### src/rtl/muldiv_unit.sv
// Iterative HI/LO multiply/divide unit: radix-2 shift-add multiply and restoring divide
// on operand magnitudes, one iteration per clock, with sign fix-up at the commit edge.
module muldiv_unit #(
  parameter int WIDTH = 32,
  parameter int CW    = $clog2(WIDTH)
) (
  input  logic             clk,
  input  logic             reset_i,
  input  logic             start_i,
  input  logic [1:0]       op_i,
  input  logic [WIDTH-1:0] a_i,
  input  logic [WIDTH-1:0] b_i,
  input  logic             mthi_i,
  input  logic             mtlo_i,
  input  logic [WIDTH-1:0] wdata_i,
  output logic             busy_o,
  output logic             done_o,
  output logic             div0_o,
  output logic [WIDTH-1:0] hi_o,
  output logic [WIDTH-1:0] lo_o
);

  typedef enum logic [1:0] {IDLE, RUN, DONE} state_t;

  state_t           state_reg, state_next;
  logic [CW-1:0]    cnt_reg;
  logic [1:0]       op_reg;
  logic [WIDTH-1:0] acc_reg, q_reg, opnd_reg;
  logic [WIDTH-1:0] hi_reg, lo_reg;
  logic             neg_q_reg, neg_r_reg, zero_div_reg, div0_reg;

  logic             accept, last_iter, busy, done;

  // op_i[0]=0 selects the signed variants (MULT, DIV); op_i[1]=1 selects divide
  logic             signed_op, a_neg, b_neg;
  logic [WIDTH-1:0] a_mag, b_mag;

  logic [WIDTH-1:0] addend;
  logic [WIDTH:0]   mul_sum, div_trial;
  logic [WIDTH-1:0] acc_step, q_step;

  logic [2*WIDTH-1:0] prod_mag, prod;
  logic [WIDTH-1:0]   quot, rem, res_hi, res_lo;

  always_comb begin
    state_next = state_reg;
    busy       = 1'b0;
    done       = 1'b0;
    accept     = 1'b0;
    last_iter  = 1'b0;
    case (state_reg)
      IDLE: begin
        if (start_i) begin
          accept     = 1'b1;
          state_next = RUN;
        end
      end
      RUN: begin
        busy = 1'b1;
        if (cnt_reg == CW'(WIDTH - 1)) begin
          last_iter  = 1'b1;
          state_next = DONE;
        end
      end
      DONE: begin
        done       = 1'b1;
        accept     = start_i;
        state_next = start_i ? RUN : IDLE;
      end
      default: state_next = IDLE;
    endcase
  end

  always_ff @(posedge clk or posedge reset_i) begin
    if (reset_i) state_reg <= IDLE;
    else         state_reg <= state_next;
  end

  always_comb begin
    signed_op = ~op_i[0];
    a_neg     = signed_op & a_i[WIDTH-1];
    b_neg     = signed_op & b_i[WIDTH-1];
    a_mag     = a_neg ? -a_i : a_i;
    b_mag     = b_neg ? -b_i : b_i;
  end

  // acc holds the running high half (multiply) or partial remainder (divide);
  // q holds the shifting multiplier or the dividend turning into the quotient.
  always_comb begin
    addend    = q_reg[0] ? opnd_reg : {WIDTH{1'b0}};
    mul_sum   = {1'b0, acc_reg} + {1'b0, addend};
    div_trial = {acc_reg, q_reg[WIDTH-1]} - {1'b0, opnd_reg};
    if (op_reg[1]) begin
      if (!div_trial[WIDTH]) begin
        acc_step = div_trial[WIDTH-1:0];
        q_step   = {q_reg[WIDTH-2:0], 1'b1};
      end else begin
        acc_step = {acc_reg[WIDTH-2:0], q_reg[WIDTH-1]};
        q_step   = {q_reg[WIDTH-2:0], 1'b0};
      end
    end else begin
      acc_step = mul_sum[WIDTH:1];
      q_step   = {mul_sum[0], q_reg[WIDTH-1:1]};
    end
  end

  // Sign fix-up on the final iteration's outputs so the result commits in the same edge
  always_comb begin
    prod_mag = {acc_step, q_step};
    prod     = neg_q_reg ? -prod_mag : prod_mag;
    quot     = neg_q_reg ? -q_step : q_step;
    rem      = neg_r_reg ? -acc_step : acc_step;
    if (zero_div_reg) begin
      res_hi = {WIDTH{1'b0}};
      res_lo = {WIDTH{1'b0}};
    end else if (op_reg[1]) begin
      res_hi = rem;
      res_lo = quot;
    end else begin
      res_hi = prod[2*WIDTH-1:WIDTH];
      res_lo = prod[WIDTH-1:0];
    end
  end

  always_ff @(posedge clk or posedge reset_i) begin
    if (reset_i) begin
      cnt_reg      <= '0;
      op_reg       <= '0;
      acc_reg      <= '0;
      q_reg        <= '0;
      opnd_reg     <= '0;
      neg_q_reg    <= 1'b0;
      neg_r_reg    <= 1'b0;
      zero_div_reg <= 1'b0;
      hi_reg       <= '0;
      lo_reg       <= '0;
      div0_reg     <= 1'b0;
    end else begin
      if (accept) begin
        op_reg       <= op_i;
        cnt_reg      <= '0;
        acc_reg      <= '0;
        q_reg        <= op_i[1] ? a_mag : b_mag;
        opnd_reg     <= op_i[1] ? b_mag : a_mag;
        neg_q_reg    <= a_neg ^ b_neg;
        neg_r_reg    <= a_neg;
        zero_div_reg <= op_i[1] & (b_i == {WIDTH{1'b0}});
      end else if (busy) begin
        cnt_reg <= cnt_reg + 1'b1;
        acc_reg <= acc_step;
        q_reg   <= q_step;
      end
      // The commit edge lies in RUN, so MTHI/MTLO there lose to the result
      if (last_iter) begin
        hi_reg   <= res_hi;
        lo_reg   <= res_lo;
        div0_reg <= zero_div_reg;
      end else if (!busy) begin
        if (mthi_i) hi_reg <= wdata_i;
        if (mtlo_i) lo_reg <= wdata_i;
      end
    end
  end

  assign busy_o = busy;
  assign done_o = done;
  assign div0_o = div0_reg;
  assign hi_o   = hi_reg;
  assign lo_o   = lo_reg;

endmodule

### config.mk
export PLATFORM = sky130hd
export DESIGN_NAME = muldiv_unit
export DESIGN_NICKNAME = d
export VERILOG_FILES = /design/src/rtl/muldiv_unit.sv
export SDC_FILE = /design/constraint.sdc
export NUM_CORES = 1
export LEC_CHECK = 0
export BUFFER_PORTS_ARGS = -buffer_cell sky130_fd_sc_hd__buf_2
export CAP_MARGIN = 20
export CORE_MARGIN = 2
export CORE_UTILIZATION = 45
export CTS_BUF_LIST = sky130_fd_sc_hd__clkbuf_4 sky130_fd_sc_hd__clkbuf_8
export DETAILED_ROUTE_END_ITERATION = 10
export PLACE_DENSITY_LB_ADDON = 0.05
export SLEW_MARGIN = 20
export SYNTH_ARGS = -nofsm -noshare
export SYNTH_HDL_FRONTEND = slang
export SYNTH_SLANG_ARGS = --single-unit
export TNS_END_PERCENT = 30
### constraint.sdc
create_clock -name clk -period 9.2 [get_ports clk]
set_clock_uncertainty 0.2 [all_clocks]
set_input_delay 0.92 -clock clk [delete_from_list [all_inputs] [get_ports clk]]
set_output_delay 0.92 -clock clk [all_outputs]
set_load 0.01 [all_outputs]
# After elaboration in Yosys (flattened, before gate mapping)

Index checks and enable logic that the tools add are counted.

$mul: 0
Shifts and indexed selects: 0
Reductions and logical operators: 8
Muxes and demuxes: 38
$add $sub $neg: 8
Equality and inequality tests: 6
Magnitude comparators: 0
Bitwise operators: 5
Div/mod/pow operators: 0

Operators with widths:

| operator                                                         | count |
|---|---|
| 32-bit two-way mux                                               | 24 |
| 32-bit negator                                                   | 4 |
| 64-bit two-way mux                                               | 1 |
| 64-bit negator                                                   | 1 |
| 32-bit by 32-bit adder with 33-bit output                        | 1 |
| 33-bit by 32-bit subtractor with 33-bit output                   | 1 |
| 32-bit zero test                                                 | 1 |
| 5-bit two-way mux                                                | 2 |
| 1-bit two-way mux                                                | 7 |
| 2-bit one-hot mux with 3 select lines                            | 1 |
| 2-bit AND reduction                                              | 3 |
| 2-bit nonzero test                                               | 3 |
| 5-bit by 1-bit adder with 5-bit output (second input constant)   | 1 |
| 5-bit == test (second input constant)                            | 1 |
| 2-bit two-way mux                                                | 2 |
| 2-bit != test (second input constant)                            | 2 |
| 1-bit AND                                                        | 3 |
| 2-bit by 1-bit == test with 1-bit output (second input constant) | 1 |
| 2-bit == test (second input constant)                            | 1 |
| 2-bit zero test                                                  | 1 |
| 2-bit by 1-bit != test with 1-bit output (second input constant) | 1 |
| 1-bit one-hot mux with 2 select lines                            | 1 |
| 1-bit NOT                                                        | 1 |
| 1-bit bitwise XOR                                                | 1 |

Bits in latches: 0
RAM bits: 0
Memories kept: 0
Input bits: 103
Logic and storage cells: 77
Register bits after elaboration: 173
Bits in read-only memories: 0

# Logic depth before layout (Yosys ltp)

Depth in word-level cells: 8
Mapped depth: 24
Depth with buffers taken out: 23

# Least setup slack after synthesis

OpenSTA, ideal clock, no wires.

Path type: register to register
Start point: reg q_reg[31]
End point: reg hi_reg[30] (netlist: hi_o[30])
Slack: 3.718 ns
Buffers on the path: 1
Arrival time: 5.144 ns
Cell stages (with the launch flop): 25
Cell sequence: dfrtp_1 inv_1 ha_1 inv_1 fa_1 a211oi_1 o211ai_2 nand3_1 a211o_1 nand3_2 buf_6 a31oi_2 ha_1 nor3b_1 o221ai_1 or2_2 nor4_2 and2_1 nand3_1 o21a_1 nor2_1 nand4_1 o41ai_2 xnor2_1 o22ai_1

Cells in the longest elaborated chain, start to end: 8
Elaborated cells between the ends (all ways): 12
Those cells by class: 3 x add/sub; 9 x mux

RTL lines:

| element                                                         | line     | RTL |
|---|---|---|
| start: declaration                                              | 28       | `logic [WIDTH-1:0] acc_reg, q_reg, opnd_reg;` |
| start signal: assignment                                        | 143      | `q_reg <= op_i[1] ? a_mag : b_mag;` |
| start signal: assignment                                        | 151      | `q_reg <= q_step;` |
| 33-bit by 32-bit subtractor with 33-bit output                  | 92       | `div_trial = {acc_reg, q_reg[WIDTH-1]} - {1'b0, opnd_reg};` |
| 1-bit two-way mux / 32-bit two-way mux (equally long branches)  | 94       | `if (!div_trial[WIDTH]) begin` |
| 32-bit two-way mux                                              | 93       | `if (op_reg[1]) begin` |
| 64-bit negator / 32-bit negator (equally long branches)         | 110, 112 |  |
| 64-bit two-way mux / 32-bit two-way mux (equally long branches) | 110, 112 |  |
| 32-bit two-way mux (*)                                          | 116      | `end else if (op_reg[1]) begin` |
| 32-bit two-way mux (*)                                          | 113      | `if (zero_div_reg) begin` |
| 32-bit two-way mux (*)                                          | 154      | `if (last_iter) begin` |
| end signal: assignment                                          | 155      | `hi_reg <= res_hi;` |
| end signal: assignment                                          | 159      | `if (mthi_i) hi_reg <= wdata_i;` |
| end: declaration                                                | 29       | `logic [WIDTH-1:0] hi_reg, lo_reg;` |

Every way passes the cells marked *; elsewhere a longest branch is shown, timed or not.
A chain may end at the register's enable or synchronous reset.

# Worst setup path after layout

Start point: reg acc_reg[16]
End point: reg hi_reg[30] (netlist: hi_o[30])

Cells in the longest elaborated chain, start to end: 8
Elaborated cells between the ends (all ways): 13
Those cells by class: 4 x add/sub; 9 x mux

RTL lines:

| element                                                         | line     | RTL |
|---|---|---|
| start: declaration                                              | 28       |  |
| start signal: assignment                                        | 150      | `acc_reg <= acc_step;` |
| 33-bit by 32-bit subtractor with 33-bit output                  | 92       |  |
| 1-bit two-way mux / 32-bit two-way mux (equally long branches)  | 94       |  |
| 32-bit two-way mux                                              | 93       |  |
| 64-bit negator / 32-bit negator (equally long branches)         | 110, 112 |  |
| 64-bit two-way mux / 32-bit two-way mux (equally long branches) | 110, 112 |  |
| 32-bit two-way mux (*)                                          | 116      |  |
| 32-bit two-way mux (*)                                          | 113      |  |
| 32-bit two-way mux (*)                                          | 154      |  |

Marks and branches as above.

==> results by group <==
Min path
  • Hold Startpoint: lo_o[15]$_DFFE_PP0P_
  • Worst Hold End: lo_o[15]$_DFFE_PP0P_
  • Tightest Hold Check Type: flip-flop to flip-flop
  • Worst hold path depth: 2

Yosys
  • Yosys warns: 0
  • Cells after Synth: 2,091
  • Distinct cells, synth: 100
  • Most common flop cell mapped by yosys: dfrtp_1
  • Post-synthesis async set-or-reset flop share: 1.00
  • Post-Syn Nets: 2,266
  • Seq cells post-synth: 172
  • EDFF count, synth: 0
  • Area of the mapped netlist: 16,000 um2
  • Syn avg cell area: 7.67 um2
  • Sequential area share after synthesis: 0.268

Detailed routing
  • Via/cell ratio: 6.14
  • Final WL: 63,900 um
  • Pre-antenna DRT Iters: 5
  • DRT iter0 DRCs: 1,469
  • DRC: 0
  • Post-DRT Antenna Nets: 0
  • Wire per inst: 24.1 um
  • Via count: between 15,000 and 20,000

Placed design
  • Dpl hpwl: 50,100 um
  • Port Buffers: 169
  • Final GP Congestion: 0.978
  • Cells after DPL: around 2,600
  • Placement Setup Slack: 2.33 ns

Finish
  • Multi-input logic area: 10,900 um2
  • Fill cells: 3,593
  • Area grow syn2layout: 9.28%
  • Layout cells sized above 1: 0.135
  • Reg area: 4310 um2
  • Non-Filler Instances: 2,648
  • NumNets Final: 2,348

Run status
  • Outcome: completed

Clock network
  • Clock buffer depth: 2
  • Clk slew on worst S/H paths: 0.12 ns
  • Hold_buf cts: 0
  • CTS tree: built
  • CTS sink count: 172
  • Root buffer cell: clkbuf_8
  • CTS Buf Count: 17
  • Post-CTS Setup Bufs: 0
  • PostCTS Resize Cnt: 0
  • Clock Latency Late Sink: about 0.52 ns
  • Htree depth: 4

STA
  • Slew Limit Fails: 0
  • Fin worst setup slack: 2.14 ns
  • TNS Setup: 0 ns
  • Final hold viol count: 0
  • Min Tclk post-route: 7.06 ns
  • Achievable clock frequency: 0.142 GHz
  • Measured slew at the worst slew-check pin: 1.15 ns
  • Final setup violation count: 0
  • Normalized max-slew margin: 0.228
  • Unrepaired setup endpoints after global routing: no
  • Fin crit share: 0.767

Global routing
  • First-pass GRT wire length: ~95,000 um
  • Global route overflow: 0
  • Vias in the first global route: between 10,000 and 15,000
  • Largest net degree at the start of global routing: 116
  • GR peak layer: met1
  • Initial antenna violation count: 5
  • GRT Util Overall: 0.347
  • GR met2 Demand/Resource: 0.486
  • M1 GR Usage: 0.501
  • GR Util met3: 0.0933

Floorplanning
  • Die W: 193 um
  • Total core area: about 35,000 um2
  • # rows: 69
  • IO Pins: 170
  • Starting density of the core: 0.454
  • Die Ht: 193 um
  • Die area: 37,200 um2

Critical path
  • R2R depth: 20
  • Crit-path max FO: 21
  • Element type at the critical path start: flip-flop
  • R2R Path End: hi_o[30]$_DFFE_PP0P_
  • CP arrival: 7.24 ns
  • CP endpoint kind: flip-flop
  • RR Startpoint: acc_reg[16]$_DFFE_PP0P_
  • WP data required: 9.38 ns
  • FF-to-FF setup slack: approximately 2.1 ns
  • CP startpoint: acc_reg[16]$_DFFE_PP0P_
  • Type of the worst setup path: flip-flop to flip-flop

Run
  • Max Cap Viol: 0
[cell families after synthesis]
| family | Yosys count | share of synthesized area |
|---|---|---|
| AND/OR/NAND/NOR | 692 | 0.205 |
| flip-flops | 172 | 0.268 |
| AO/OA/AOI/OAI | 724 | 0.288 |
| multiplexers | 64 | 0.0403 |
| XOR/XNOR | 160 | 0.0874 |
| adder cells (fa/ha/maj) | 72 | 0.0571 |
| buffers and inverters | 207 | 0.0543 |
[per-stage QoR]
stage,util,instance area (um2),hold slack [ns]
floorplan,-,16000,0.249
global placement,0.484,17100,0.259
detailed placement,0.484,17100,0.266
CTS,0.496,17500,0.290
global route,0.496,17500,0.314
finish,0.496,17500,0.284
[cell type report]
| cell class | instances | area share |
|---|---|---|
| well taps | 461 | 0.0329 |
| inverters | 77 | 0.0168 |
| diodes | 1 | 0.000143 |
| clock inverters | 15 | 0.00957 |
| repair buffers | 193 | 0.0594 |
| flip-flops and latches | 172 | 0.246 |
| multi-input cells | 1712 | 0.622 |
| clock buffers | 17 | 0.0134 |
[synth_stat cells, drive strengths merged, types with 23 or more instances]
| master | count | area share |
|---|---|---|
| nand2 | 284 | 0.067 |
| o21ai | 251 | 0.079 |
| a21oi | 178 | 0.058 |
| dfrtp | 172 | 0.27 |
| nor2 | 143 | 0.034 |
| clkbuf | 87 | 0.020 |
| xnor2 | 85 | 0.046 |
| inv | 77 | 0.018 |
| xor2 | 75 | 0.041 |
| ha | 70 | 0.055 |
| mux2i | 59 | 0.037 |
| nor3 | 50 | 0.017 |
| and2 | 46 | 0.018 |
| o211ai | 44 | 0.021 |
| buf | 43 | 0.016 |
| a22oi | 30 | 0.014 |
| nand3 | 29 | 0.0094 |
| nand4 | 28 | 0.012 |
| o31ai | 26 | 0.013 |
| a31oi | 25 | 0.011 |
| nor4 | 23 | 0.0094 |
[critical path, cell delays in order, from the launching register on]
cell       delay [ns]
dfrtp_1          0.47
ha_1             0.47
a21oi_1          0.30
o21ai_2          0.13
a2111oi_4        0.41
o31a_2           0.33
nand3_2          0.56
a31oi_2          0.67
ha_1             0.28
nor3b_1          0.26
o221ai_1         0.18
or2_2            0.35
nor4_2           0.30
and2_1           0.25
nand3_1          0.19
o21a_1           0.33
nor2_1           0.24
nand4_1          0.29
o41ai_2          0.43
xnor2_1          0.16
o22ai_1          0.10
[routing by layer]
layer  up-vias  share of wire  wire (um)
li1       7725              -          -
met1      7764           0.46      29600
met2       674           0.40      25800
met3        95          0.092       5860
met4         2          0.040       2580
met5         -        0.00020         13
[cells in the final DEF (no fill, tap or decap), types with 30 or more instances in the layout]
| cell type | instances |
|---|---|
| and2_1 | 45 |
| ha_1 | 70 |
| o211ai_1 | 43 |
| nor3_1 | 48 |
| xor2_1 | 75 |
| nor2_1 | 139 |
| a21oi_1 | 171 |
| dfrtp_1 | 171 |
| o21ai_0 | 236 |
| nand2_1 | 281 |
| mux2i_1 | 59 |
| buf_2 | 168 |
| inv_1 | 75 |
| xnor2_1 | 85 |
| a22oi_1 | 30 |
[worst max path at each step]
stage	end	slack, ns	depth (start not counted)
after CTS	hi_o[30]$_DFFE_PP0P_	2.29	20
after floorplan	acc_reg[0]$_DFFE_PP0P_	3.42	1
after detailed placement	hi_o[30]$_DFFE_PP0P_	2.33	20
after global placement	hi_o[30]$_DFFE_PP0P_	2.52	20
after global routing	hi_o[30]$_DFFE_PP0P_	1.66	20
final	hi_o[30]$_DFFE_PP0P_	2.14	20
Power is left out: the tool's default activity adds up to more than one toggle a clock period on the data nets, which glitch-free logic cannot reach.
